[config.mk]
export PLATFORM = sky130hd
export DESIGN_NAME = instruction_fetch_unit_flat
export DESIGN_NICKNAME = d
export VERILOG_FILES = /design/src/rtl/instruction_fetch_unit_if.sv /design/src/rtl/instruction_fetch_unit.sv /design/src/flat_wrapper.sv
export SDC_FILE = /design/constraint.sdc
export NUM_CORES = 1
export LEC_CHECK = 0
export CAP_MARGIN = 0
export CORE_MARGIN = 2
export CORE_UTILIZATION = 51
export CTS_BUF_LIST = sky130_fd_sc_hd__clkbuf_2 sky130_fd_sc_hd__clkbuf_4 sky130_fd_sc_hd__clkbuf_8
export DETAILED_ROUTE_END_ITERATION = 8
export PLACE_DENSITY = 0.83
export REMOVE_ABC_BUFFERS = 1
export SYNTH_ARGS = -nofsm -noshare
export SYNTH_HDL_FRONTEND = slang
export SYNTH_SLANG_ARGS = --single-unit
[constraint.sdc]
create_clock -name clk -period 5.65 [get_ports clk]
set_input_delay 1.13 -clock clk [delete_from_list [all_inputs] [get_ports clk]]
set_output_delay 1.13 -clock clk [all_outputs]
set_load 0.05 [all_outputs]
[src/rtl/instruction_fetch_unit_if.sv]
// Bus between the instruction fetch unit, the combinational instruction
// memory and the decode stage.
// The master side is the fetch unit and the slave side is the environment,
// which is the memory plus decode.
interface instruction_fetch_unit_if #(
  parameter int ADDR_WIDTH  = 16,
  parameter int INSTR_WIDTH = 16
);

  // Memory request and response
  logic [ADDR_WIDTH-1:0]  imem_addr;
  logic                   imem_en;
  logic [INSTR_WIDTH-1:0] imem_instr;

  // Control-flow redirect coming back from the execute side
  logic                   redirect_valid;
  logic [ADDR_WIDTH-1:0]  redirect_pc;

  // Decode handshake
  logic                   out_valid;
  logic                   out_ready;
  logic [INSTR_WIDTH-1:0] out_instr;
  logic [ADDR_WIDTH-1:0]  out_pc;

  // Status
  logic                   halted;

  modport master (
    output imem_addr,
    output imem_en,
    input  imem_instr,
    input  redirect_valid,
    input  redirect_pc,
    output out_valid,
    input  out_ready,
    output out_instr,
    output out_pc,
    output halted
  );

  modport slave (
    input  imem_addr,
    input  imem_en,
    output imem_instr,
    output redirect_valid,
    output redirect_pc,
    input  out_valid,
    output out_ready,
    input  out_instr,
    input  out_pc,
    input  halted
  );

endinterface

[src/rtl/instruction_fetch_unit.sv]
// Instruction fetch unit.
// Holds the program counter and drives it straight onto the combinational
// instruction memory. Every instruction returned is captured, together with
// its address, into a small circular buffer. Decode drains that buffer
// through a valid/ready handshake.
// A branch redirect flushes the buffer and restarts fetch at the new PC.
// Fetching a HALT opcode parks the FSM until the next redirect.
module instruction_fetch_unit #(
  parameter int                    ADDR_WIDTH  = 16,
  parameter int                    INSTR_WIDTH = 16,
  parameter int                    DEPTH       = 2,
  parameter logic [ADDR_WIDTH-1:0] RESET_PC    = 16'h0000,
  parameter logic [3:0]            HALT_OPCODE = 4'hF
) (
  input logic                    clk,
  input logic                    reset,
  instruction_fetch_unit_if.master bus
);

  // DEPTH must be a power of two, so the pointers wrap naturally.
  // The count needs one extra bit so that it can hold the full value.
  localparam int                PTR_W   = (DEPTH > 1) ? $clog2(DEPTH) : 1;
  localparam logic [PTR_W:0]    C_DEPTH = (PTR_W + 1)'(DEPTH);

  typedef enum logic {
    RUN    = 1'b0,
    HALTED = 1'b1
  } state_t;

  state_t                 r_state;
  logic [ADDR_WIDTH-1:0]  r_pc;
  logic [PTR_W-1:0]       r_wrPtr;
  logic [PTR_W-1:0]       r_rdPtr;
  logic [PTR_W:0]         r_count;
  logic [INSTR_WIDTH-1:0] r_instrBuf [DEPTH];
  logic [ADDR_WIDTH-1:0]  r_pcBuf    [DEPTH];

  logic w_outValid;
  logic w_pop;
  logic w_push;
  logic w_isHalt;

  // Handshake decode.
  // A pop frees a slot in the same cycle, so a full buffer can still accept
  // a push while decode is draining it.
  assign w_outValid = (r_count != '0);
  assign w_pop      = w_outValid & bus.out_ready;
  assign w_push     = (r_state == RUN) & ~bus.redirect_valid &
                      ((r_count < C_DEPTH) | w_pop);
  assign w_isHalt   = (bus.imem_instr[INSTR_WIDTH-1 -: 4] == HALT_OPCODE);

  assign bus.imem_addr = r_pc;
  assign bus.imem_en   = w_push;
  assign bus.out_valid = w_outValid;
  assign bus.out_instr = r_instrBuf[r_rdPtr];
  assign bus.out_pc    = r_pcBuf[r_rdPtr];
  assign bus.halted    = (r_state == HALTED);

  // Buffer storage: capture the fetched word and its address on every push.
  // It has no reset because contents are only observed while the count
  // is nonzero.
  always_ff @(posedge clk) begin
    if (!reset && w_push) begin
      r_instrBuf[r_wrPtr] <= bus.imem_instr;
      r_pcBuf[r_wrPtr]    <= r_pc;
    end
  end

  // Fetch FSM plus PC, pointers and occupancy.
  // Priority order is reset, then redirect, then normal push/pop.
  // A redirect drops everything in flight, including a same-cycle pop.
  always_ff @(posedge clk) begin
    if (reset) begin
      r_state <= RUN;
      r_pc    <= RESET_PC;
      r_wrPtr <= '0;
      r_rdPtr <= '0;
      r_count <= '0;
    end else if (bus.redirect_valid) begin
      r_state <= RUN;
      r_pc    <= bus.redirect_pc;
      r_wrPtr <= '0;
      r_rdPtr <= '0;
      r_count <= '0;
    end else begin
      if (w_push) begin
        r_pc    <= r_pc + ADDR_WIDTH'(1);
        r_wrPtr <= r_wrPtr + PTR_W'(1);
        if (w_isHalt) begin
          r_state <= HALTED;
        end
      end
      if (w_pop) begin
        r_rdPtr <= r_rdPtr + PTR_W'(1);
      end
      case ({w_push, w_pop})
        2'b10:   r_count <= r_count + (PTR_W + 1)'(1);
        2'b01:   r_count <= r_count - (PTR_W + 1)'(1);
        default: r_count <= r_count;
      endcase
    end
  end

endmodule
[src/flat_wrapper.sv]
// flat-port wrapper written by rule: the top's interface ports become plain ports
module instruction_fetch_unit_flat 
#(
  parameter int                    ADDR_WIDTH  = 16,
  parameter int                    INSTR_WIDTH = 16,
  parameter int                    DEPTH       = 2,
  parameter logic [ADDR_WIDTH-1:0] RESET_PC    = 16'h0000,
  parameter logic [3:0]            HALT_OPCODE = 4'hF
)
  (clk, reset, bus_imem_addr, bus_imem_en, bus_imem_instr, bus_redirect_valid, bus_redirect_pc, bus_out_valid, bus_out_ready, bus_out_instr, bus_out_pc, bus_halted);
  instruction_fetch_unit_if #(.ADDR_WIDTH(ADDR_WIDTH), .INSTR_WIDTH(INSTR_WIDTH)) bus_i ();
  input logic clk;
  input logic reset;
  output wire logic [$bits(bus_i.imem_addr)-1:0] bus_imem_addr;
  output wire logic [$bits(bus_i.imem_en)-1:0] bus_imem_en;
  input wire logic [$bits(bus_i.imem_instr)-1:0] bus_imem_instr;
  input wire logic [$bits(bus_i.redirect_valid)-1:0] bus_redirect_valid;
  input wire logic [$bits(bus_i.redirect_pc)-1:0] bus_redirect_pc;
  output wire logic [$bits(bus_i.out_valid)-1:0] bus_out_valid;
  input wire logic [$bits(bus_i.out_ready)-1:0] bus_out_ready;
  output wire logic [$bits(bus_i.out_instr)-1:0] bus_out_instr;
  output wire logic [$bits(bus_i.out_pc)-1:0] bus_out_pc;
  output wire logic [$bits(bus_i.halted)-1:0] bus_halted;
  assign bus_imem_addr = bus_i.imem_addr;
  assign bus_imem_en = bus_i.imem_en;
  assign bus_i.imem_instr = bus_imem_instr;
  assign bus_i.redirect_valid = bus_redirect_valid;
  assign bus_i.redirect_pc = bus_redirect_pc;
  assign bus_out_valid = bus_i.out_valid;
  assign bus_i.out_ready = bus_out_ready;
  assign bus_out_instr = bus_i.out_instr;
  assign bus_out_pc = bus_i.out_pc;
  assign bus_halted = bus_i.halted;
  instruction_fetch_unit #(.ADDR_WIDTH(ADDR_WIDTH), .INSTR_WIDTH(INSTR_WIDTH), .DEPTH(DEPTH), .RESET_PC(RESET_PC), .HALT_OPCODE(HALT_OPCODE)) u_core (.clk(clk), .reset(reset), .bus(bus_i));
endmodule
### After elaboration in Yosys (flattened, before gate mapping)

Memory sizes are Yosys's and may differ from the RTL's. A register that Yosys moved wholly into a read port is not among the register bits.
Cells that the tools add are included.
Widths: inputs -> output; s select.

* bits of input ports: 36
* register bits: 21
* bits in read-only memories: 0
* memories: 2
* bits in latches: 0
* output and inout port bits: 51
* RAM bits: 64

Memories
* u_core.r_instrBuf: words 2, width 16, rd ports 1, clocked after memory_dff 1, write ports 1, line instruction_fetch_unit.sv:35 `logic [INSTR_WIDTH-1:0] r_instrBuf [DEPTH];`
* u_core.r_pcBuf: words 2, width 16, rd ports 1, clocked after memory_dff 1, write ports 1, line instruction_fetch_unit.sv:36 `logic [ADDR_WIDTH-1:0] r_pcBuf [DEPTH];`

* magnitude comparators: 1
* bitwise gates (word level): 6
* muxes and demuxes: 9
* add/subtract/negate cells: 5
* equality and inequality tests: 3
* $mul: 0
* div/mod/pow operators: 0
* reduce and logical (&&, ||, !) cells: 7
* shifts and indexed selects: 0

Operators with widths (number)
* $mux 16: 2
* $add 16x1->16 const B: 1
* $mux 1: 6
* $reduce_bool 2->1: 3
* $eq 4x4->1 const B: 1
* $pmux 2 s2: 1
* $and 1x1->1: 3
* $add 1x1->1 const B: 2
* $add 2x1->2 const B: 1
* $eq 2x1->1 const B: 1
* $eq 2x2->1 const B: 1
* $lt 2x2->1 const B: 1
* $not 1->1: 2
* $reduce_and 2->1: 1
* $reduce_or 2->1: 1
* $sub 2x1->2 const B: 1
* $logic_and 1x1->1: 1
* $logic_not 1->1: 1
* $or 1x1->1: 1

### Longest topological paths before layout

Gate-level depths: netlist of the first run.

* depth after elaboration: 7
* depth in mapped cells: 8

### Least setup slack after synthesis of the first run

OpenSTA, ideal clock, no wires.

* path type: input to register
* from: input port bus_out_ready
* to: memory u_core.r_instrBuf[0][0] (enable)
* data arrival time: 3.906 ns
* path buffers: 1
* setup slack: 1.283 ns
* required time: 5.189 ns
* stages on the path: 5
* setup time: 0.461 ns
* path through: nor2b_1 buf_2 nor2_1 nand2_1 nor3_1

* word-level cells in the longest chain between the ends: 6

Ends and longest elaborated chain
* start: declaration: line flat_wrapper.sv:20 `input wire logic [$bits(bus_i.out_ready)-1:0] bus_out_ready;`
* $and 1x1->1: line instruction_fetch_unit.sv:47 `assign w_pop = w_outValid & bus.out_ready;`
* $or 1x1->1: line instruction_fetch_unit.sv:49 `((r_count < C_DEPTH) | w_pop);`
* $and 1x1->1: line instruction_fetch_unit.sv:48 `assign w_push = (r_state == RUN) & ~bus.redirect_valid &`
* $logic_and 1x1->1: line instruction_fetch_unit.sv:63 `if (!reset && w_push) begin`
* $mux 1: line instruction_fetch_unit.sv:63
* $mux 1 (implied by the code): line instruction_fetch_unit.sv:64 `r_instrBuf[r_wrPtr] <= bus.imem_instr;`
* end: declaration: line instruction_fetch_unit.sv:35

Every way passes these cells.

### Final worst setup path of the first run

* from: input port bus_out_ready
* to: output port bus_imem_en

* word-level cells in the longest chain between the ends: 3

Ends and longest elaborated chain
* $and 1x1->1: line instruction_fetch_unit.sv:47
* $or 1x1->1: line instruction_fetch_unit.sv:49
* $and 1x1->1: line instruction_fetch_unit.sv:48
* end: declaration: line flat_wrapper.sv:15 `output wire logic [$bits(bus_i.imem_en)-1:0] bus_imem_en;`

Every way passes these cells.

==> metrics list, run 1 <==
* Final Max Slew Viols: 0
* Dominant cells by area after synthesis: sky130_fd_sc_hd__edfxtp_1 55%, sky130_fd_sc_hd__dfxtp_1 13%, sky130_fd_sc_hd__mux2_2 10%
- For this design the ratio of total power to cell area is 303 nW/µm².
- Synth area leader: sky130_fd_sc_hd__edfxtp_1
* Number of cell rows: 30
- Using the TritonRoute via totals, the vias-per-cell ratio works out to 5.52.
* Std-Cell Core Area: 6720 µm²
* Most used flip-flop cell after synthesis: sky130_fd_sc_hd__edfxtp_1
- Post-route met1 wirelength: 3100 µm
- For this configuration, the core starts out at a cell density of 52.1%.
* Worst setup path startpoint: bus_out_ready
- Flop and latch count out of synthesis: 86
* Slew at the pin with the worst max-slew slack: 647 ps
- Hold repair after CTS inserted 0 buffers.
* Final critical-path required period: 4270 ps
* Sequential fraction of the synthesis area: 67.4%
- Counting every sink on the clock net gives 86.
- In this run the worst path has a maximum fanout of 9.
- The worst-case IR drop observed on VDD is 0.136 mV.
* Total met2 wirelength after detailed routing: 3330 µm
- Cells after synthesis: 242
- The design draws 1.42 mW.
- The pre-antenna-repair detailed-routing pass consisted of 5 iterations.
- The top cell type by area accounts for 54.9% of the synthesized area.
- Uppermost layer routed: met4
* Number of placed I/O pins: 87
* Layout-stage area growth over the synthesis result: 33.6%
* Initial DRC Count: 128
- The min-delay analysis places its worst path in the category register to register.
- Post-synth design cell area: 3500 µm²
- Input and output buffers added on the ports amount to 86.
* Number of buffers added for setup after CTS: 0
* Post-cts repair resize count: 0
- Finish-stage setup viols: 0
* Synthesized area per cell: 14.5 µm²
* Total gr overflow: 0
- Clock skew on the completed layout was measured at 8.45 ps.
- Yosys mapped a number of flops with a built-in enable equal to 64.
- Adding up every negative setup slack in the final design gives 0 ps.
- CP Class: input port to primary output
- Clock-pin transition on the worst setup and hold timing paths: 80 ps
- # diodes: 0
- Number of warnings issued by yosys: 0
* Vias after detailed routing: 2301
- Die Footprint: 7550 µm²
* HPWL after DPL: 4510 µm
* FF-to-FF Start: u_core.r_count[1]$_SDFFE_PP0P_
- In this run the deepest clock path goes through 2 buffers.
* Insertion delay to the later sink of the worst-skew pair: 350 ps
* Worst slew margin relative to its limit: 56.7%
- Gpl congestion: 0.817
- The H-tree was split into 3 levels.
- Timing would allow up to 234 MHz.
- The floorplan step set the die height to 86.9 µm.
* Overall routing resource usage: 18.5%
- Cells fill 69.7% of the core in the end.
- The worst hold path begins at u_core.r_rdPtr$_SDFFE_PP0P_.
- Final number of hold-violating endpoints: 0
* DRC viols: 0
- STA classifies the critical path startpoint as an input port.
* Layout cells sized above 1: 17.8%
- From left edge to right edge, the die measures 86.9 µm.
- The first global-routing pass estimated 10500 µm of wire.
* Routed met3 length: 390 µm
- For the worst setup path, the data required time is 4520 ps.
- The initial antenna violation count is 0.
- Final cycle utilization of the critical path: 75.6%
- The analysis attributes to cell leakage a power of 1.56 nW.
- Post-route cell area: 4680 µm²
* # Max-Cap Violations: 0
* Final layout net count: 370
* Root Driver: sky130_fd_sc_hd__clkbuf_8
- Dividing the detail-routed wire length by the instance count gives 16.6 µm.
* Clock tree from TritonCTS: done
- Pin count of the biggest net entering global routing: 33
- Result of the run: complete, no violations
- The number of placed instances, taps included, is 401.
* Final Instance Count excl. Fillers: 417
- Once detail routing completed, the nets flagged for antenna violations numbered 0.
* Critical path capture point type: primary output
- Placement-stage cell area: 4460 µm²
- RSZ-0062 raised after global routing: no
- Num CTS Buffers: 9
* Via count of the first global-routing pass: 2194
- Yosys mapped the design onto 39 distinct sky130hd cell types.
- For the worst setup path, the data arrival time is 3140 ps.
- Counting flops with an async set or reset pin after synthesis yields a share of 0%.
- Wirelength, routed: 6930 µm
- In this run the register-to-register setup slack is 3570 ps.
==> worst paths after layout <==
check,endpoint,depth (start not counted)
worst max register to register,u_core.r_count[1]$_SDFFE_PP0P_,6
worst min-delay path,register,2
worst max-delay path,bus_imem_en,6
worst min register to register,register,2
==> cells in the mapped netlist, drive strengths merged, types with 3 or more instances <==
| library cell | n |
|---|---|
| a211oi | 7 |
| nand2b | 3 |
| or2 | 3 |
| nor2 | 19 |
| o21ai | 4 |
| mux2 | 32 |
| dfxtp | 22 |
| inv | 6 |
| xnor2 | 8 |
| or3 | 5 |
| nor3 | 3 |
| clkbuf | 6 |
| edfxtp | 64 |
| a311oi | 6 |
| nand3 | 6 |
| nor4 | 4 |
| nand2 | 8 |
| nand4 | 3 |
| xor2 | 3 |
| buf | 5 |
==> critical path, cell delays in order <==
cell	delay, ps
sky130_fd_sc_hd__clkdlybuf4s50_1	430
sky130_fd_sc_hd__nor2b_1	430
sky130_fd_sc_hd__nor2_1	220
sky130_fd_sc_hd__nand2_1	190
sky130_fd_sc_hd__inv_1	50
sky130_fd_sc_hd__clkdlybuf4s50_1	690
==> state kept, by name, indices dropped and copies added, names as in the netlist, named ones only <==
name,cells
u_core.bus.imem_addr,16
u_core.r_instrBuf,32
u_core.bus.halted,1
u_core.r_count,2
u_core.r_rdPtr,1
u_core.r_wrPtr,1
u_core.r_pcBuf,32
==> stage by stage <==
step / setup slack, ps / hold WS (ps)
global placement: 1450 / 492
finish: 1380 / 526
detailed placement: 1390 / 503
CTS: 1380 / 514
floorplan: 1230 / 475
global route: 1210 / 543
==> layout make-up <==
type                            instances  area [µm²]
Multi-Input combinational cell        139        1080
Inverter                                6        22.5
Clock inverter                          6        92.6
Timing Repair Buffer                   90         891
Tap cell                               80         100
Clock buffer                           10         131
Fill cell                             462        2040
Sequential cell                        86        2360
==> layout by cell type, fill, tap and decap left out, drive strengths merged, types with 3 or more instances in the layout <==
cell type and count:
nor2 19, or2 3, nand3 6, mux2 32, xnor2 8, clkdlybuf4s50 86, nor3 3, o21ai 4
a211oi 7, xor2 3, dfxtp 22, nand4 3, a311oi 6, buf 4, nor4 4, clkbuf 10
or3 5, nand2 8, nand2b 3, inv 8, edfxtp 64
==> cell families after synthesis <==
kind of cell	after synthesis	share of synthesized area (%)
flops	86	67.4
simple gates	65	10.5
compound gates	29	6.46
xor+xnor	11	2.75
fa+ha+maj	2	0.714
mux	32	10.3
buf+inv	17	1.86
==> power by group <==
part | leakage [nW] | switching [mW] | internal (mW)
Combinational | 0.682 | 0.128 | 0.0854
Sequential | 0.776 | 0.0205 | 0.707
Clock | 0.107 | 0.221 | 0.257
Total | 1.56 | 0.370 | 1.05
==> metal layers <==
| layer | global-route usage, % | up-vias |
|---|---|---|
| met4 | 8.10 | 0 |
| met3 | 4.83 | 15 |
| li1 | - | 1108 |
| met5 | 0 | - |
| met2 | 29.8 | 77 |
| met1 | 23.5 | 1101 |
(Power assumes the default switching activity.)
==> run 2: changes to the inputs <==
CORE_UTILIZATION = 46   (was 51)
PLACE_DENSITY = 0.79   (was 0.83)
clock period = 3.8 ns   (was 5.65 ns; I/O delays follow)
==> metrics list, run 2 (same netlist as run 1, synthesis figures left out) <==
- Placement-stage cell area: 4510 µm² (+1.2%)
- The final-report hold violation count came to 0 (unchanged).
- Final layout net count: 371 (+0.27%)
- The worst voltage drop across the vdd grid came to 0.176 mV (+29%).
* # diodes: 0 (unchanged)
- The library cell used most frequently in the layout, excluding fill and tap cells, is sky130_fd_sc_hd__clkdlybuf4s50_1.
* Final Max Slew Viols: 0 (unchanged)
* Critical path capture point type: primary output
* Minimum setup slack among reg-to-reg paths: 1690 ps (-1880 ps)
- Wirelength per Cell: 15.8 µm (-4.7%)
- The run finished with clean final reports.
* Worst endpoint required time: 3040 ps (-1480 ps)
- Number of buffers added for setup after CTS: 0 (unchanged)
* Leakage power summed over all cells: 1.58 nW (+0.68%)
- The number of DRC markers in iteration 0 came to 119 (-7.0%).
* Final Instance Count excl. Fillers: 437 (+4.8%)
- Power share of the clock group: 30.8% (-2.9 points)
- The post-route DRC violation count came to 0 (unchanged).
- The arrival time of data at the critical path endpoint came to 2260 ps (-880 ps).
* Fmax: 331 MHz
- The via count is 2223 (-3.4%).
- Post-route cell area: 4710 µm² (+0.56%)
* Top fanout value on the critical path: 9 (unchanged)
- The final weighted congestion of routability-driven global placement came to 0.717 (-12%).
- CTS HTree Levels: 3 (unchanged)
- The total power consumption of the routed design is 2.03 mW (+43%).
* Proportion of power drawn by combinational gates: 15.8% (+0.8 points)
- The clock-pin slew on the worst setup and hold paths came to 80 ps (about the same).
- Type of the most critical hold path: register to register
- The top-level port count was 87 (unchanged).
- TNS Setup: 0 ps (unchanged)
- Number of detailed-routing iterations run before antenna repair: 4 (-1)
- Die Footprint: 8330 µm² (+10%)
- In this run the critical register-to-register path is captured at u_core.r_count[1]$_SDFFE_PP0P_.
* Setup clock skew after layout: 7.85 ps (-0.609 ps)
- The total grt overflow came to 0 (unchanged).
- HPWL after DPL: 4770 µm (+5.9%)
- Power Dens Cells: 430 nW/µm² (+42%)
* Final cycle utilization of the critical path: 79.5%
- Finish-stage setup viols: 0 (unchanged)
- Antenna violations before repair: 0 (unchanged)
- Cell count of the worst reg-to-reg path: 6 (unchanged)
* Pin count of the biggest net entering global routing: 33 (unchanged)
- The global-route total usage across every layer was 17.3% (-1.2 points).
- FF-to-FF Start: u_core.r_count[1]$_SDFFE_PP0P_
* HP Start: u_core.r_rdPtr$_SDFFE_PP0P_
* Layout-stage area growth over the synthesis result: 34.4%
- The horizontal extent of the die is 91.3 µm (+5.1%).
* Final critical-path required period: 3020 ps
* Number of cell rows: 31 (+3.3%)
- Die Height: 91.3 µm (+5.1%)
- The number of global-route vias before repair was 2229 (+1.6%).
- Setup repair after global routing left no endpoint under its margin.
* Root Driver: sky130_fd_sc_hd__clkbuf_8
* Initial Util: 47.8% (-4.4 points)
- Layout cells sized above 1: 18.3% (+0.54 points)
* Most frequent cells in the layout: 85 x sky130_fd_sc_hd__clkdlybuf4s50_1, 64 x sky130_fd_sc_hd__edfxtp_1, 32 x sky130_fd_sc_hd__mux2_2
* Remaining number of nets flagged by the antenna check after routing: 0 (unchanged)
- The global-route wire length before repair came to 11100 µm (+5.0%).
* Pint: 1.50 mW (+43%)
* Clock tree from TritonCTS: done
- Slew at the pin with the worst max-slew slack: 542 ps (-105 ps)
- CP Class: input port to primary output
* Sequential fraction of design power: 53.5% (+2.2 points)
* Max Root-Sink Buffers: 2 (unchanged)
- Depth of the worst hold-timing path: 2 (unchanged)
* Crit start category: input port
- Num CTS Buffers: 9 (unchanged)
* CTS sink count: 86 (unchanged)
- Count of placed standard cells including taps: 421 (+5.0%)
* Insertion delay to the later sink of the worst-skew pair: 340 ps (about the same)
- The number of cells upsized or downsized after cts came to 0 (unchanged).
- For hold timing, the worst endpoint is u_core.r_rdPtr$_SDFFE_PP0P_.
- # Max-Cap Violations: 0 (unchanged)
- Net switching fraction of the power: 25.9% (-0.14 points)
- Count of buffers inserted at the top-level ports: 86 (unchanged)
- The via count normalized by instance count is 5.09 (-7.8%).
- The number of buffers added to fix hold violations after cts is 0 (unchanged).
- Wirelength, routed: 6920 µm (-0.16%)
- The worst slew slack as a fraction of its limit came to 63.7% (+7.0 points).
* Power dissipated by switching net loads: 0.525 mW (+42%)
* Std-Cell Core Area: 7330 µm² (+9.1%)
run 2: changes by cell type in the layout (fill, tap and decap cells not counted):
| cell | previous run | this run |
|---|---|---|
| sky130_fd_sc_hd__inv_6 | 2 | 1 |
| sky130_fd_sc_hd__clkdlybuf4s50_1 | 86 | 85 |
| sky130_fd_sc_hd__clkinvlp_4 | 2 | 0 |
| sky130_fd_sc_hd__buf_12 | 0 | 2 |
| sky130_fd_sc_hd__clkbuf_4 | 1 | 2 |
| sky130_fd_sc_hd__clkinv_4 | 0 | 1 |
| sky130_fd_sc_hd__clkinv_2 | 0 | 2 |
| sky130_fd_sc_hd__bufinv_16 | 2 | 1 |
run 2: final cells by class:
class / instances / area (µm²)
Timing Repair Buffer: 91 / 921
Fill cell: 541 / 2620
Multi-Input combinational cell: 139 / 1080
Tap cell: 99 / 124
Clock inverter: 5 / 57.6
Inverter: 6 / 22.5
Sequential cell: 86 / 2360
Clock buffer: 11 / 139
run 2: worst max-delay path, cell delays in order:
cell	delay [ps]
sky130_fd_sc_hd__clkdlybuf4s50_1	430
sky130_fd_sc_hd__nor2b_1	430
sky130_fd_sc_hd__nor2_1	210
sky130_fd_sc_hd__nand2_1	180
sky130_fd_sc_hd__inv_1	100
sky130_fd_sc_hd__buf_12	150
run 2: power by group through the flow:
stage / registers, mW / clock network (mW) / logic, mW
finish: 1.08 / 0.623 / 0.319
global route: 1.09 / 0.676 / 0.336
CTS: 1.08 / 0.638 / 0.322
detailed placement: 1.11 / 0 / 0.321
global placement: 1.10 / 0 / 0.317
floorplan: 1.14 / 0 / 0.148
run 2: stage by stage:
step,setup slack [ps],utilization [%],hold WS (ps)
after detailed placement,775,61.5,508
after CTS,759,64.2,527
after floorplan,-252,-,475
after global routing,607,64.2,540
after global placement,808,61.5,497
final,780,64.2,520
run 2: worst max path at each step:
stage | from | end | slack [ps] | depth (start not counted)
6_report | bus_out_ready | bus_imem_en | 780 | 6
4_1_cts | register | bus_out_pc[4] | 760 | 3
2_1_floorplan | bus_redirect_valid | u_core.r_instrBuf[0][0]$_DFFE_PP_ | -250 | 3
5_1_grt | bus_out_ready | bus_imem_en | 610 | 6
3_3_place_gp | bus_out_ready | bus_imem_en | 810 | 6
3_5_place_dp | bus_out_ready | bus_imem_en | 780 | 6
run 2: metal layers:
layer  share of wire, %  wire length [µm]  global-route usage (%)  vias up
met5                  0                 0                       0        -
li1                   -                 -                       -     1104
met2                 48              3340                    27.8       77
met3                6.1               421                    4.73        7
met1                 44              3060                    22.7     1035
met4                1.5               104                    6.19        0
